==> src/rtl/uart_rx_buffered.sv <==
// uart_rx_buffered: oversampled UART receiver with per-character error tags and a show-ahead receive FIFO
// Ports:
//   clk, reset        clock and asynchronous active-high reset
//   tick_ovs          oversampling strobe, OVS_FACTOR pulses per bit period
//   rx_pin            asynchronous serial input, idle high
//   parity_mode       00/11 none, 01 odd, 10 even; latched at each start edge
//   two_stop          1 = check a second stop bit; latched at each start edge
//   rx_data, rx_parity_err, rx_frame_err
//                     head-of-FIFO character and its error tags (zero when empty)
//   rx_valid, rx_ready
//                     valid/ready handshake; the head pops when both are high
//   fifo_count        current FIFO occupancy
//   overrun, overrun_clr
//                     sticky dropped-frame flag and its one-cycle clear
//   rx_break          one-cycle pulse on a detected break condition
module uart_rx_buffered #(
  parameter int DATA_BITS  = 8,
  parameter int OVS_FACTOR = 16,
  parameter int FIFO_DEPTH = 8
) (
  input  logic                            clk,
  input  logic                            reset,
  input  logic                            tick_ovs,
  input  logic                            rx_pin,
  input  logic [1:0]                      parity_mode,
  input  logic                            two_stop,
  output logic [DATA_BITS-1:0]            rx_data,
  output logic                            rx_parity_err,
  output logic                            rx_frame_err,
  output logic                            rx_valid,
  input  logic                            rx_ready,
  output logic [$clog2(FIFO_DEPTH+1)-1:0] fifo_count,
  output logic                            overrun,
  input  logic                            overrun_clr,
  output logic                            rx_break
);
  localparam int OSW = $clog2(OVS_FACTOR);
  localparam int BIW = $clog2(DATA_BITS);
  localparam int PW  = $clog2(FIFO_DEPTH);
  localparam int CW  = $clog2(FIFO_DEPTH+1);
  localparam int EW  = DATA_BITS + 2;
  localparam logic [OSW-1:0] OS_MIDM = OSW'(OVS_FACTOR/2 - 1);
  localparam logic [OSW-1:0] OS_MID  = OSW'(OVS_FACTOR/2);
  localparam logic [OSW-1:0] OS_MIDP = OSW'(OVS_FACTOR/2 + 1);
  localparam logic [OSW-1:0] OS_LAST = OSW'(OVS_FACTOR - 1);
  localparam logic [BIW-1:0] LAST_BIT = BIW'(DATA_BITS - 1);
  localparam logic [CW-1:0]  DEPTH   = CW'(FIFO_DEPTH);

  typedef enum logic [2:0] {IDLE, START, DATA, PARITY, STOP1, STOP2, PUSH, BRK_WAIT} state_t;

  state_t               state_q, state_d;
  logic                 meta_q, rxs_q, rxs_prev_q;
  logic [OSW-1:0]       os_q, os_d;
  logic [BIW-1:0]       bit_q, bit_d;
  logic [DATA_BITS-1:0] shift_q, shift_d;
  logic [1:0]           samp_q, samp_d;
  logic [1:0]           pm_q, pm_d;
  logic                 ts_q, ts_d;
  logic                 par_q, par_d;
  logic                 perr_q, perr_d;
  logic                 ferr_q, ferr_d;
  logic                 brk_q, brk_d;
  logic [PW-1:0]        wr_q, wr_d, rd_q, rd_d;
  logic [CW-1:0]        cnt_q, cnt_d;
  logic                 ovr_q, ovr_d;
  logic [EW-1:0]        mem [FIFO_DEPTH];
  logic [EW-1:0]        head;
  logic                 wrap, decide, maj, par_en, brk, push, pop, wr_ok;

  // The third vote is the live sample taken on the decision tick itself.
  assign wrap   = tick_ovs && os_q == OS_LAST;
  assign decide = tick_ovs && os_q == OS_MIDP;
  assign maj    = (samp_q[0] & samp_q[1]) | (rxs_q & (samp_q[0] | samp_q[1]));
  assign par_en = pm_q[0] ^ pm_q[1];
  // par_q is cleared at each start edge, so it reads 0 whenever parity is off.
  assign brk    = ~|shift_q & ~par_q & ~maj;
  assign push   = state_q == PUSH;
  assign pop    = rx_valid && rx_ready;
  assign wr_ok  = push && (cnt_q < DEPTH || pop);

  always_comb begin
    state_d = state_q;
    os_d    = tick_ovs ? (os_q == OS_LAST ? '0 : os_q + 1'b1) : os_q;
    bit_d   = bit_q;
    shift_d = shift_q;
    samp_d  = samp_q;
    pm_d    = pm_q;
    ts_d    = ts_q;
    par_d   = par_q;
    perr_d  = perr_q;
    ferr_d  = ferr_q;
    brk_d   = 1'b0;
    if (tick_ovs && os_q == OS_MIDM) samp_d[0] = rxs_q;
    if (tick_ovs && os_q == OS_MID) samp_d[1] = rxs_q;
    case (state_q)
      IDLE: if (rxs_prev_q && !rxs_q) begin
        state_d = START;
        os_d    = '0;
        pm_d    = parity_mode;
        ts_d    = two_stop;
        par_d   = 1'b0;
        perr_d  = 1'b0;
        ferr_d  = 1'b0;
      end
      START: if (decide && maj) state_d = IDLE;
        else if (wrap) begin
          state_d = DATA;
          bit_d   = '0;
        end
      DATA: begin
        if (decide) shift_d = {maj, shift_q[DATA_BITS-1:1]};
        if (wrap) begin
          bit_d = bit_q + 1'b1;
          if (bit_q == LAST_BIT) state_d = par_en ? PARITY : STOP1;
        end
      end
      PARITY: begin
        if (decide) begin
          par_d  = maj;
          perr_d = pm_q[1] ? ^{shift_q, maj} : ~^{shift_q, maj};
        end
        if (wrap) state_d = STOP1;
      end
      // A good first stop bit in two-stop mode waits for the wrap; every other
      // outcome leaves at the decision tick so the next start edge is not missed.
      STOP1: if (decide) begin
          if (brk) begin
            state_d = BRK_WAIT;
            brk_d   = 1'b1;
          end else if (!maj || !ts_q) begin
            ferr_d  = ~maj;
            state_d = PUSH;
          end
        end else if (wrap && ts_q) state_d = STOP2;
      STOP2: if (decide) begin
          ferr_d  = ferr_q | ~maj;
          state_d = PUSH;
        end
      PUSH: state_d = IDLE;
      BRK_WAIT: if (tick_ovs && rxs_q) state_d = IDLE;
      default: state_d = IDLE;
    endcase
  end

  always_comb begin
    wr_d  = wr_q + PW'(wr_ok);
    rd_d  = rd_q + PW'(pop);
    cnt_d = cnt_q + CW'(wr_ok) - CW'(pop);
    ovr_d = (push && !wr_ok) ? 1'b1 : overrun_clr ? 1'b0 : ovr_q;
  end

  always_ff @(posedge clk or posedge reset) begin
    if (reset) begin
      meta_q     <= 1'b1;
      rxs_q      <= 1'b1;
      rxs_prev_q <= 1'b1;
      state_q    <= IDLE;
      os_q       <= '0;
      bit_q      <= '0;
      shift_q    <= '0;
      samp_q     <= '0;
      pm_q       <= '0;
      ts_q       <= 1'b0;
      par_q      <= 1'b0;
      perr_q     <= 1'b0;
      ferr_q     <= 1'b0;
      brk_q      <= 1'b0;
      wr_q       <= '0;
      rd_q       <= '0;
      cnt_q      <= '0;
      ovr_q      <= 1'b0;
    end else begin
      meta_q     <= rx_pin;
      rxs_q      <= meta_q;
      rxs_prev_q <= rxs_q;
      state_q    <= state_d;
      os_q       <= os_d;
      bit_q      <= bit_d;
      shift_q    <= shift_d;
      samp_q     <= samp_d;
      pm_q       <= pm_d;
      ts_q       <= ts_d;
      par_q      <= par_d;
      perr_q     <= perr_d;
      ferr_q     <= ferr_d;
      brk_q      <= brk_d;
      wr_q       <= wr_d;
      rd_q       <= rd_d;
      cnt_q      <= cnt_d;
      ovr_q      <= ovr_d;
    end
  end

  always_ff @(posedge clk) begin
    if (wr_ok) mem[wr_q] <= {ferr_q, perr_q, shift_q};
  end

  // Storage is not reset, so the head is masked to zero while the FIFO is empty.
  assign head          = mem[rd_q];
  assign rx_valid      = cnt_q != '0;
  assign rx_data       = rx_valid ? head[DATA_BITS-1:0] : '0;
  assign rx_parity_err = rx_valid & head[DATA_BITS];
  assign rx_frame_err  = rx_valid & head[DATA_BITS+1];
  assign fifo_count    = cnt_q;
  assign overrun       = ovr_q;
  assign rx_break      = brk_q;
endmodule

==> config.mk <==
export PLATFORM = sky130hd
export DESIGN_NAME = uart_rx_buffered
export DESIGN_NICKNAME = d
export VERILOG_FILES = /design/src/rtl/uart_rx_buffered.sv
export SDC_FILE = /design/constraint.sdc
export NUM_CORES = 1
export LEC_CHECK = 0
export CAP_MARGIN = 25
export CORE_ASPECT_RATIO = 0.5
export CORE_UTILIZATION = 60
export DETAILED_ROUTE_END_ITERATION = 6
export HOLD_SLACK_MARGIN = 0.03
export PLACE_DENSITY_LB_ADDON = 0.2
export SYNTH_ARGS = -nofsm -noshare
export SYNTH_HDL_FRONTEND = slang
export SYNTH_SLANG_ARGS = --single-unit
==> constraint.sdc <==
create_clock -name clk -period 4.85 [get_ports clk]
set_clock_uncertainty 0.05 [all_clocks]
set_input_delay 1.455 -clock clk [delete_from_list [all_inputs] [get_ports clk]]
set_output_delay 1.455 -clock clk [all_outputs]
set_load 0.1 [all_outputs]
==> metrics.log, run 1 <==
INFO  metric power.share.switching = 38.6%
INFO  metric place.gp.congestion = 0.856
INFO  metric internal_power = 0.00255 W
INFO  metric cts_made_buffers = 17
INFO  metric routed-via-count = 2891
INFO  metric postRouteAntennaNets = 0
INFO  metric finalHoldWorstSlack = 0.308 ns
INFO  metric largest_fanout_on_the_critical_path = 12
INFO  metric grtUsageTotal = 25.2%
INFO  metric layout-drive-gt1-share = 25.7%
INFO  metric vdd_ir_drop_max = 0.655 mV
INFO  metric wl_per_cell = 20.8 µm
INFO  metric comb_power_share = 35.1%
INFO  metric fin_tns_setup = 0 ns
INFO  metric detail_route.drc_violations = 0
INFO  metric rows = 23
INFO  metric yosys_warnings = 0
INFO  metric drt_iter0_markers = 226
INFO  metric worstHoldPathType = reg2reg
INFO  metric syn_avg_cell_area = 16.3 µm²
INFO  metric syn_area = 5190 µm²
INFO  metric cts_resized = 0
INFO  metric worst_slew_margin_rel = 32.8%
INFO  metric cts.htree.levels = 4
INFO  metric synthDominantCellAreaShare = 46.2%
INFO  metric pin_count = 26
INFO  metric timing.critical_path.required = 3.35 ns
INFO  metric detail_route.wirelength = 10.1 mm
INFO  metric synth_cell_type_count = 46
INFO  metric num-nets-final = 385
INFO  metric min_period_over_period = 81.8%
INFO  metric die_height = 67.8 µm
INFO  metric area_delta_synth_final = 19.1%
INFO  metric initial_utilization = 63.3%
INFO  metric finalHoldViolCount = 0
INFO  metric overflow = 0
INFO  metric tritoncts = built
INFO  metric final_max_slew_viol_count = 0
INFO  metric detail_route.first_pass.iterations = 4
INFO  metric syn_nets = 342
INFO  metric postSynthCellCount = 318
INFO  metric core_area = 8200 µm²
INFO  metric holdBufCountCts = 0
INFO  metric cp.arrival = 2.46 ns
INFO  metric outcome = complete, no violations
INFO  metric period_minus_slack = 3.97 ns
INFO  metric yosys_register_bits = 121
INFO  metric worstMarginPinSlew = 1.00 ns
INFO  metric cts_buffer_depth = 2
INFO  metric pwr_density_cell = 673 nW/µm²
INFO  metric antenna_cells_inserted = 0
INFO  metric dp.final_hpwl = 6.04 mm
INFO  metric cts.reportedPaths.clkPinSlew = 0.05 ns
INFO  metric total_leakage_power = 2.46 nW
INFO  metric cp-start-kind = flop
INFO  metric critical_path_class = reg2out
INFO  metric initial_antenna_violation_count = 0
INFO  metric first_global_vias = 2880
INFO  metric seqPwrFrac = 33.7%
INFO  metric asyncSetResetFlopFracSynth = 33.9%
INFO  metric yosys-top-cells-area = edfxtp_1 (46%), dfrtp_1 (18%), mux4_2 (8.7%), mux2_2 (3.7%), ha_1 (3.4%)
INFO  metric critPathCaptureType = output port
INFO  metric cts_root_buf = clkbuf_16
INFO  metric clock-sinks = 121
INFO  metric cts_setup_buffers = 0
INFO  metric ys_dominant_reg_cell = edfxtp_1
INFO  metric yosysTopAreaCell = edfxtp_1
INFO  metric maximum_number_of_pins_on_one_net_before_global_route_repair = 42
INFO  metric setup_violations = 0
INFO  metric rsz0062_at_grt = false
INFO  metric fmax = 252 MHz
INFO  metric power.clock.fraction = 31.2%
INFO  metric max_cap_viol_count = 0
INFO  metric p_sw = 0.00161 W
INFO  metric clk-insertion-delay-late = 0.40 ns
INFO  metric global_route_wire_length_before_repair = 15.6 mm
INFO  metric port_buffers = 25
INFO  metric design.die.area = 9060 µm²
INFO  metric seq_area_frac_synth = 66.1%
INFO  metric dieWidth = 134 µm
INFO  metric synth_edf_count = 80
INFO  metric vias_per_cell = 5.95
layer usage:
layer / part of all wire [%] / wire length (µm) / global-route usage, % / vias up
met5: 0 / 0 / 0 / -
met4: 0.76 / 77 / 10.1 / 0
met3: 8.9 / 898 / 7.43 / 7
met2: 49 / 4930 / 41.3 / 135
met1: 42 / 4230 / 32.3 / 1457
li1: - / - / - / 1292
worst paths after layout:
check                                    from             to  slack, ns  depth (start not counted)
worst max-delay path                  rd_q[0]     rx_data[3]       0.88                          5
worst min-delay path                   meta_q          rxs_q       0.31                          0
worst max register to register  fifo_count[3]  fifo_count[1]       2.11                         14
worst min register to register         meta_q          rxs_q       0.31                          0
max in group asynchronous               reset         meta_q       2.96                          3
min in group asynchronous               reset       bit_q[0]       1.43                          3
synthesized netlist by cell type (all sizes together) (4+ instances only):
master,count
mux4,20
xor2,6
ha,14
mux2,18
nor3,5
dfrtp,38
nand3,4
nand2,10
o21ai,5
nand2b,4
mux2i,13
nor2,23
buf,6
inv,15
xnor2,11
clkbuf,6
a21oi,5
edfxtp,80
through the flow:
step                utilization, %  worst slack, ns  power, W  instances  instance area [µm²]
floorplan                        -            0.413   0.00258        318                 5190
global placement              68.0             1.28   0.00283        454                 5580
detailed placement            68.0             1.20   0.00288        454                 5580
global route                  75.4            0.700   0.00433        486                 6190
finish                        75.4            0.881   0.00416        486                 6190
CTS                           75.4            0.811   0.00419        486                 6190
flip-flops by register name, indices dropped and copies added, names as in the netlist, 2 cells and up:
name,flops
state_q,3
shift_q,8
pm_q,2
mem,80
os_q,4
fifo_count,4
wr_q,3
samp_q,2
bit_q,3
rd_q,3
cell type report:
cell class,count,area (µm²)
flip-flops and latches,121,3430
fillers,480,2020
multi-input cells,170,1640
clock buffers,19,433
repair buffers,36,305
clock inverters,13,176
well taps,112,140
inverters,15,56.3
layout by cell type, fill, tap and decap left out, types with 2 or more instances in the layout:
cell type / count
nand4b_1: 3
dfrtp_1: 38
mux2i_1: 13
inv_1: 14
a21oi_1: 4
a22o_1: 2
xor2_1: 6
and4b_1: 2
dfstp_2: 3
clkbuf_1: 2
xnor2_1: 11
nor2b_1: 2
nor3_1: 5
clkdlybuf4s50_1: 14
nand2_1: 10
clkinvlp_4: 4
clkbuf_16: 17
clkinv_1: 3
and3_1: 3
mux4_2: 20
nor3b_1: 3
mux2_2: 17
clkinv_2: 2
nand3_1: 4
buf_4: 22
o21ai_0: 4
ha_1: 14
edfxtp_1: 80
a21o_1: 2
nand2b_1: 4
nor2_1: 23
bufinv_16: 4
worst max-delay path, stage by stage, from the launching register on:
cell and delay, ns:
dfrtp_1 0.69, buf_4 0.35, mux4_2 0.55, mux2i_1 0.17
nor2_1 0.07, buf_4 0.23
cell families after synthesis:
group	count (synthesis)	synth area share [%]
AOI/OAI and AO/OA	19	2.72
and+or+nand+nor	67	6.91
muxes	51	15.1
DFF	121	66.1
adders and majority gates	16	3.97
xor gates and xnor gates	17	2.87
buffers and inverters	27	2.31
power by group through the flow:
stage	registers (W)	clock network (W)	logic (W)
finish	0.00140	0.00130	0.00146
global route	0.00142	0.00136	0.00154
CTS	0.00140	0.00132	0.00147
detailed placement	0.00142	0	0.00146
global placement	0.00141	0	0.00143
floorplan	0.00142	0	0.00115
(Power assumes the default switching activity.)
==> inputs of run 2 (changes only) <==
Clock period 4.85 ns to 4 ns, I/O delays scaled along.
==> run 2 against run 1 <==
Effect of this change: worst hold slack lost 0.0021 ns; cell count grew 0.41%; die area unchanged; largest cell class unchanged; wire length increased by 4.9%; flip-flop and latch count unchanged.
==> metrics.log, run 2 (synthesis gave the netlist of run 1 again) <==
INFO  metric outcome = complete, no violations
INFO  metric port_buffers = 25
INFO  metric rr_worst_depth = 14
INFO  metric vias_per_cell = 5.92
INFO  metric instance_count_along_the_most_critical_hold_path = 0
INFO  metric layout-drive-gt1-share = 26.3%
INFO  metric fmax = 281 MHz
INFO  metric placement.setup.worst_slack = 0.652 ns
INFO  metric maximum_number_of_pins_on_one_net_before_global_route_repair = 29
INFO  metric drt_iter0_markers = 244
INFO  metric die_height = 67.8 µm
INFO  metric vdd_ir_drop_max = 0.749 mV
INFO  metric wl_per_cell = 21.8 µm
INFO  metric cp-start-kind = flop
INFO  metric dp.final_hpwl = 6.19 mm
INFO  metric worstMarginPinSlew = 0.990 ns
INFO  metric cts_setup_buffers = 0
INFO  metric critical_path.slowest_cell = mux4_2
INFO  metric num-nets-final = 387
INFO  metric detail_route.wirelength = 10.6 mm
INFO  metric holdBufCountCts = 0
INFO  metric first_global_vias = 2972
INFO  metric period_minus_slack = 3.55 ns
INFO  metric fin_tns_setup = 0 ns
INFO  metric tritoncts = built
INFO  metric core_area = 8200 µm²
INFO  metric setup_violations = 0
INFO  metric total_leakage_power = 2.52 nW
INFO  metric clk-insertion-delay-late = 0.41 ns
INFO  metric report.power.total = 0.00514 W
INFO  metric initial_utilization = 63.3%
INFO  metric design.die.area = 9060 µm²
INFO  metric worstHoldPathType = reg2reg
INFO  metric final_max_slew_viol_count = 0
INFO  metric worstPathCellList = buf_4 -> mux4_2 -> mux2i_1 -> nor2_1 -> buf_12
INFO  metric global_route_wire_length_before_repair = 16.4 mm
INFO  metric worst_slew_margin_rel = 33.8%
INFO  metric pin_count = 26
INFO  metric timing.critical_path.required = 2.75 ns
INFO  metric top_library_cells_by_usage_in_the_layout_fill_and_taps_aside = edfxtp_1 (80), dfrtp_1 (38), nor2_1 (23)
INFO  metric place.gp.congestion = 0.809
INFO  metric initial_antenna_violation_count = 0
INFO  metric cp.arrival = 2.30 ns
INFO  metric detail_route.first_pass.iterations = 4
INFO  metric cts_made_buffers = 17
INFO  metric finalHoldViolCount = 0
INFO  metric overflow = 0
INFO  metric fin_ws = 0.445 ns
INFO  metric pwr_density_cell = 817 nW/µm²
INFO  metric antenna_cells_inserted = 0
INFO  metric largest_register_ff_count = 80
INFO  metric timing.critical_path.slowest_cell_delay = 0.56 ns
INFO  metric cts.reportedPaths.clkPinSlew = 0.06 ns
INFO  metric postRouteAntennaNets = 0
INFO  metric top_regs = mem: 80 flops, shift_q: 8 flops
INFO  metric cts_root_buf = clkbuf_16
INFO  metric dieWidth = 134 µm
INFO  metric min_period_over_period = 88.9%
INFO  metric cts.htree.levels = 4
INFO  metric max_cap_viol_count = 0
INFO  metric area_delta_synth_final = 21.1%
INFO  metric largest_fanout_on_the_critical_path = 21
INFO  metric detail_route.drc_violations = 0
INFO  metric rsz0062_at_grt = false
INFO  metric clock-sinks = 121
INFO  metric register_with_the_most_flip_flops = mem
INFO  metric critPathCaptureType = output port
INFO  metric critPathBufInv = 2
INFO  metric cts_resized = 0
INFO  metric routed-via-count = 2890
INFO  metric mostFrequentLayoutCell = edfxtp_1
INFO  metric grtUsageTotal = 26.7%
INFO  metric critical_path_class = reg2out
INFO  metric cts_buffer_depth = 2
INFO  metric cp_num_cells = 5
INFO  metric rows = 23
INFO  metric delay_heaviest_family_cp = multiplexers
## run 2: cell count changes in the layout (fill, tap and decap cells not counted), sizes merged
cell and delta:
clkinv -1, inv +1, bufinv -2, clkdlybuf4s50 -1, clkbuf +2, buf +3
## run 2: area by class of cell
class,instances,area (µm²)
clock inverters,11,123
inverters,15,56.3
well taps,112,140
fillers,443,1910
repair buffers,38,455
flip-flops and latches,121,3430
multi-input cells,170,1640
clock buffers,21,440
## run 2: stage by stage
step | hold WS [ns] | util [%] | cells | cell area, µm²
6_report | 0.306 | 76.7 | 488 | 6290
5_1_grt | 0.316 | 76.7 | 488 | 6290
4_1_cts | 0.308 | 76.4 | 487 | 6270
3_5_place_dp | 0.300 | 69.6 | 455 | 5710
3_3_place_gp | 0.297 | 69.6 | 455 | 5710
2_1_floorplan | 0.295 | - | 318 | 5190
## run 2: path summary, 6_finish.rpt
path / from / end / slack, ns
worst max register to register: fifo_count[3] / fifo_count[1] / 1.28
worst min register to register: meta_q / rxs_q / 0.31
worst max-delay path: rd_q[0] / rx_parity_err / 0.45
worst min-delay path: meta_q / rxs_q / 0.31
min in group asynchronous: reset / samp_q[0] / 0.92
max in group asynchronous: reset / os_q[2] / 2.38
## run 2: layer usage
| metal | wire length, µm | track usage, % | vias to the layer above |
|---|---|---|---|
| met5 | 0 | 0 | - |
| met2 | 5310 | 44.8 | 107 |
| met3 | 917 | 8.03 | 11 |
| met4 | 97 | 11.5 | 0 |
| li1 | - | - | 1287 |
| met1 | 4300 | 33.2 | 1485 |
## run 2: power breakdown
part           internal (W)  switching (W)  total [W]
registers           0.00146       0.000195    0.00165
logic              0.000789        0.00124    0.00203
clock network      0.000916       0.000543    0.00146
total               0.00316        0.00198    0.00514
==> inputs of run 3 (changes only) <==
Clock period 4 ns to 3.85 ns, I/O delays scaled along.
==> run 3 against run 2 <==
Effect of this change: critical endpoint is now rx_data[2]; highest routed layer unchanged; largest cell class unchanged; cell count did not move; cell area barely moved; die area did not move; via count rose by 0.69%.
==> metrics.log, run 3 (synthesis gave the netlist of run 1 again) <==
INFO  metric die_height = 67.8 µm
INFO  metric min_period_over_period = 91.5%
INFO  metric rsz0062_at_grt = false
INFO  metric register_with_the_most_flip_flops = mem
INFO  metric cts.reportedPaths.clkPinSlew = 0.06 ns
INFO  metric detail_route.wirelength = 10.4 mm
INFO  metric cts_resized = 0
INFO  metric worstMarginPinSlew = 0.965 ns
INFO  metric top_library_cells_by_usage_in_the_layout_fill_and_taps_aside = edfxtp_1 (80), dfrtp_1 (38), nor2_1 (23)
INFO  metric cts_root_buf = clkbuf_16
INFO  metric wl_per_cell = 21.4 µm
INFO  metric internal_power = 0.00329 W
INFO  metric area_delta_synth_final = 21.1%
INFO  metric finalHoldWorstSlack = 0.310 ns
INFO  metric vias_per_cell = 5.96
INFO  metric power.share.switching = 38.8%
INFO  metric clock-sinks = 121
INFO  metric detail_route.first_pass.iterations = 4
INFO  metric p_sw = 0.00209 W
INFO  metric period_minus_slack = 3.52 ns
INFO  metric detail_route.drc_violations = 0
INFO  metric antenna_cells_inserted = 0
INFO  metric grtUsageTotal = 26.7%
INFO  metric final_design_area_no_fill = 6290 µm²
INFO  metric worstHoldPathType = reg2reg
INFO  metric fin_tns_setup = 0 ns
INFO  metric cts_made_buffers = 17
INFO  metric first_global_vias = 3081
INFO  metric cts_buffer_depth = 2
INFO  metric timing.critical_path.required = 2.64 ns
INFO  metric clk-insertion-delay-late = 0.41 ns
INFO  metric seqPwrFrac = 32.4%
INFO  metric design.die.area = 9060 µm²
INFO  metric final_max_slew_viol_count = 0
INFO  metric critical_path_class = reg2out
INFO  metric max_cap_viol_count = 0
INFO  metric fmax = 284 MHz
INFO  metric num-nets-final = 387
INFO  metric vdd_ir_drop_max = 0.661 mV
INFO  metric cts_setup_buffers = 0
INFO  metric pwr_density_cell = 855 nW/µm²
INFO  metric setup_violations = 0
INFO  metric power.clock.fraction = 28.7%
INFO  metric rows = 23
INFO  metric finish.cell_count_without_fillers = 488
INFO  metric total_leakage_power = 2.54 nW
INFO  metric overflow = 0
INFO  metric placement.cell_area = 5710 µm²
INFO  metric layout-drive-gt1-share = 28.2%
INFO  metric finish.utilization = 76.7%
INFO  metric tritoncts = built
INFO  metric routed-via-count = 2910
INFO  metric cts.htree.levels = 4
INFO  metric cp.arrival = 2.32 ns
INFO  metric core_area = 8200 µm²
INFO  metric drt_iter0_markers = 239
INFO  metric outcome = complete, no violations
INFO  metric placed_cells_incl_taps = 456
INFO  metric dieWidth = 134 µm
INFO  metric critPathCaptureType = output port
INFO  metric mostFrequentLayoutCell = edfxtp_1
INFO  metric postRouteAntennaNets = 0
INFO  metric initial_antenna_violation_count = 0
INFO  metric initial_utilization = 63.3%
INFO  metric dp.final_hpwl = 6.40 mm
INFO  metric holdBufCountCts = 0
INFO  metric largest_register_ff_count = 80
INFO  metric pin_count = 26
INFO  metric comb_power_share = 38.9%
INFO  metric largest_fanout_on_the_critical_path = 11
INFO  metric maximum_number_of_pins_on_one_net_before_global_route_repair = 23
INFO  metric worst_slew_margin_rel = 35.1%
INFO  metric top_regs = mem: 80 flops, shift_q: 8 flops
INFO  metric place.gp.congestion = 0.821
INFO  metric cp-start-kind = flop
INFO  metric finalHoldViolCount = 0
INFO  metric port_buffers = 25
INFO  metric global_route_wire_length_before_repair = 16.7 mm
[run 3: changes by cell type in the layout (fill, tap and decap cells not counted), sizes merged]
cell           previous run  this run
buf                      25        30
clkdlybuf4s50            13         8
clkbuf                   21        17
clkinv                    4         8
[run 3: final cells by class]
cell class                      count  area, µm²
Clock buffer                       17        425
Fill cell                         450       1910
Tap cell                          112        140
Inverter                           15       56.3
Multi-Input combinational cell    170       1640
Timing Repair Buffer               38        443
Sequential cell                   121       3430
Clock inverter                     15        151
[run 3: routing by layer]
layer,global-route usage [%],vias up,part of all wire (%)
met5,0,-,0
met4,10.4,0,1.3
met3,8.56,19,6.9
met2,46.4,94,50
met1,32.0,1506,41
li1,-,1291,-
[run 3: worst paths after layout]
path                          startpoint             to  slack, ns  depth (start not counted)
max                              rd_q[0]     rx_data[2]       0.33                          5
min                               meta_q          rxs_q       0.31                          0
max reg2reg                fifo_count[2]  fifo_count[1]       1.07                         14
min reg2reg                       meta_q          rxs_q       0.31                          0
max in group asynchronous          reset  fifo_count[0]       2.04                          3
min in group asynchronous          reset        os_q[2]       1.02                          2
[run 3: power groups by stage]
stage / sequential, W / combinational, W / clock [W]
detailed placement: 0.00176 / 0.00210 / 0
CTS: 0.00174 / 0.00211 / 0.00155
floorplan: 0.00179 / 0.00141 / 0
global placement: 0.00174 / 0.00203 / 0
global route: 0.00176 / 0.00221 / 0.00161
finish: 0.00174 / 0.00209 / 0.00154
[run 3: worst max-delay path: stages (launching register included)]
cell	delay [ns]
dfrtp_1	0.60
buf_4	0.33
mux4_2	0.54
mux2i_1	0.16
nor2_1	0.09
buf_12	0.17
[run 3: through the flow]
| stage | worst slack (ns) | power, W |
|---|---|---|
| after floorplan | -0.287 | 0.00321 |
| after global placement | 0.645 | 0.00377 |
| after detailed placement | 0.527 | 0.00386 |
| after CTS | 0.256 | 0.00540 |
| after global routing | 0.142 | 0.00559 |
| final | 0.326 | 0.00538 |
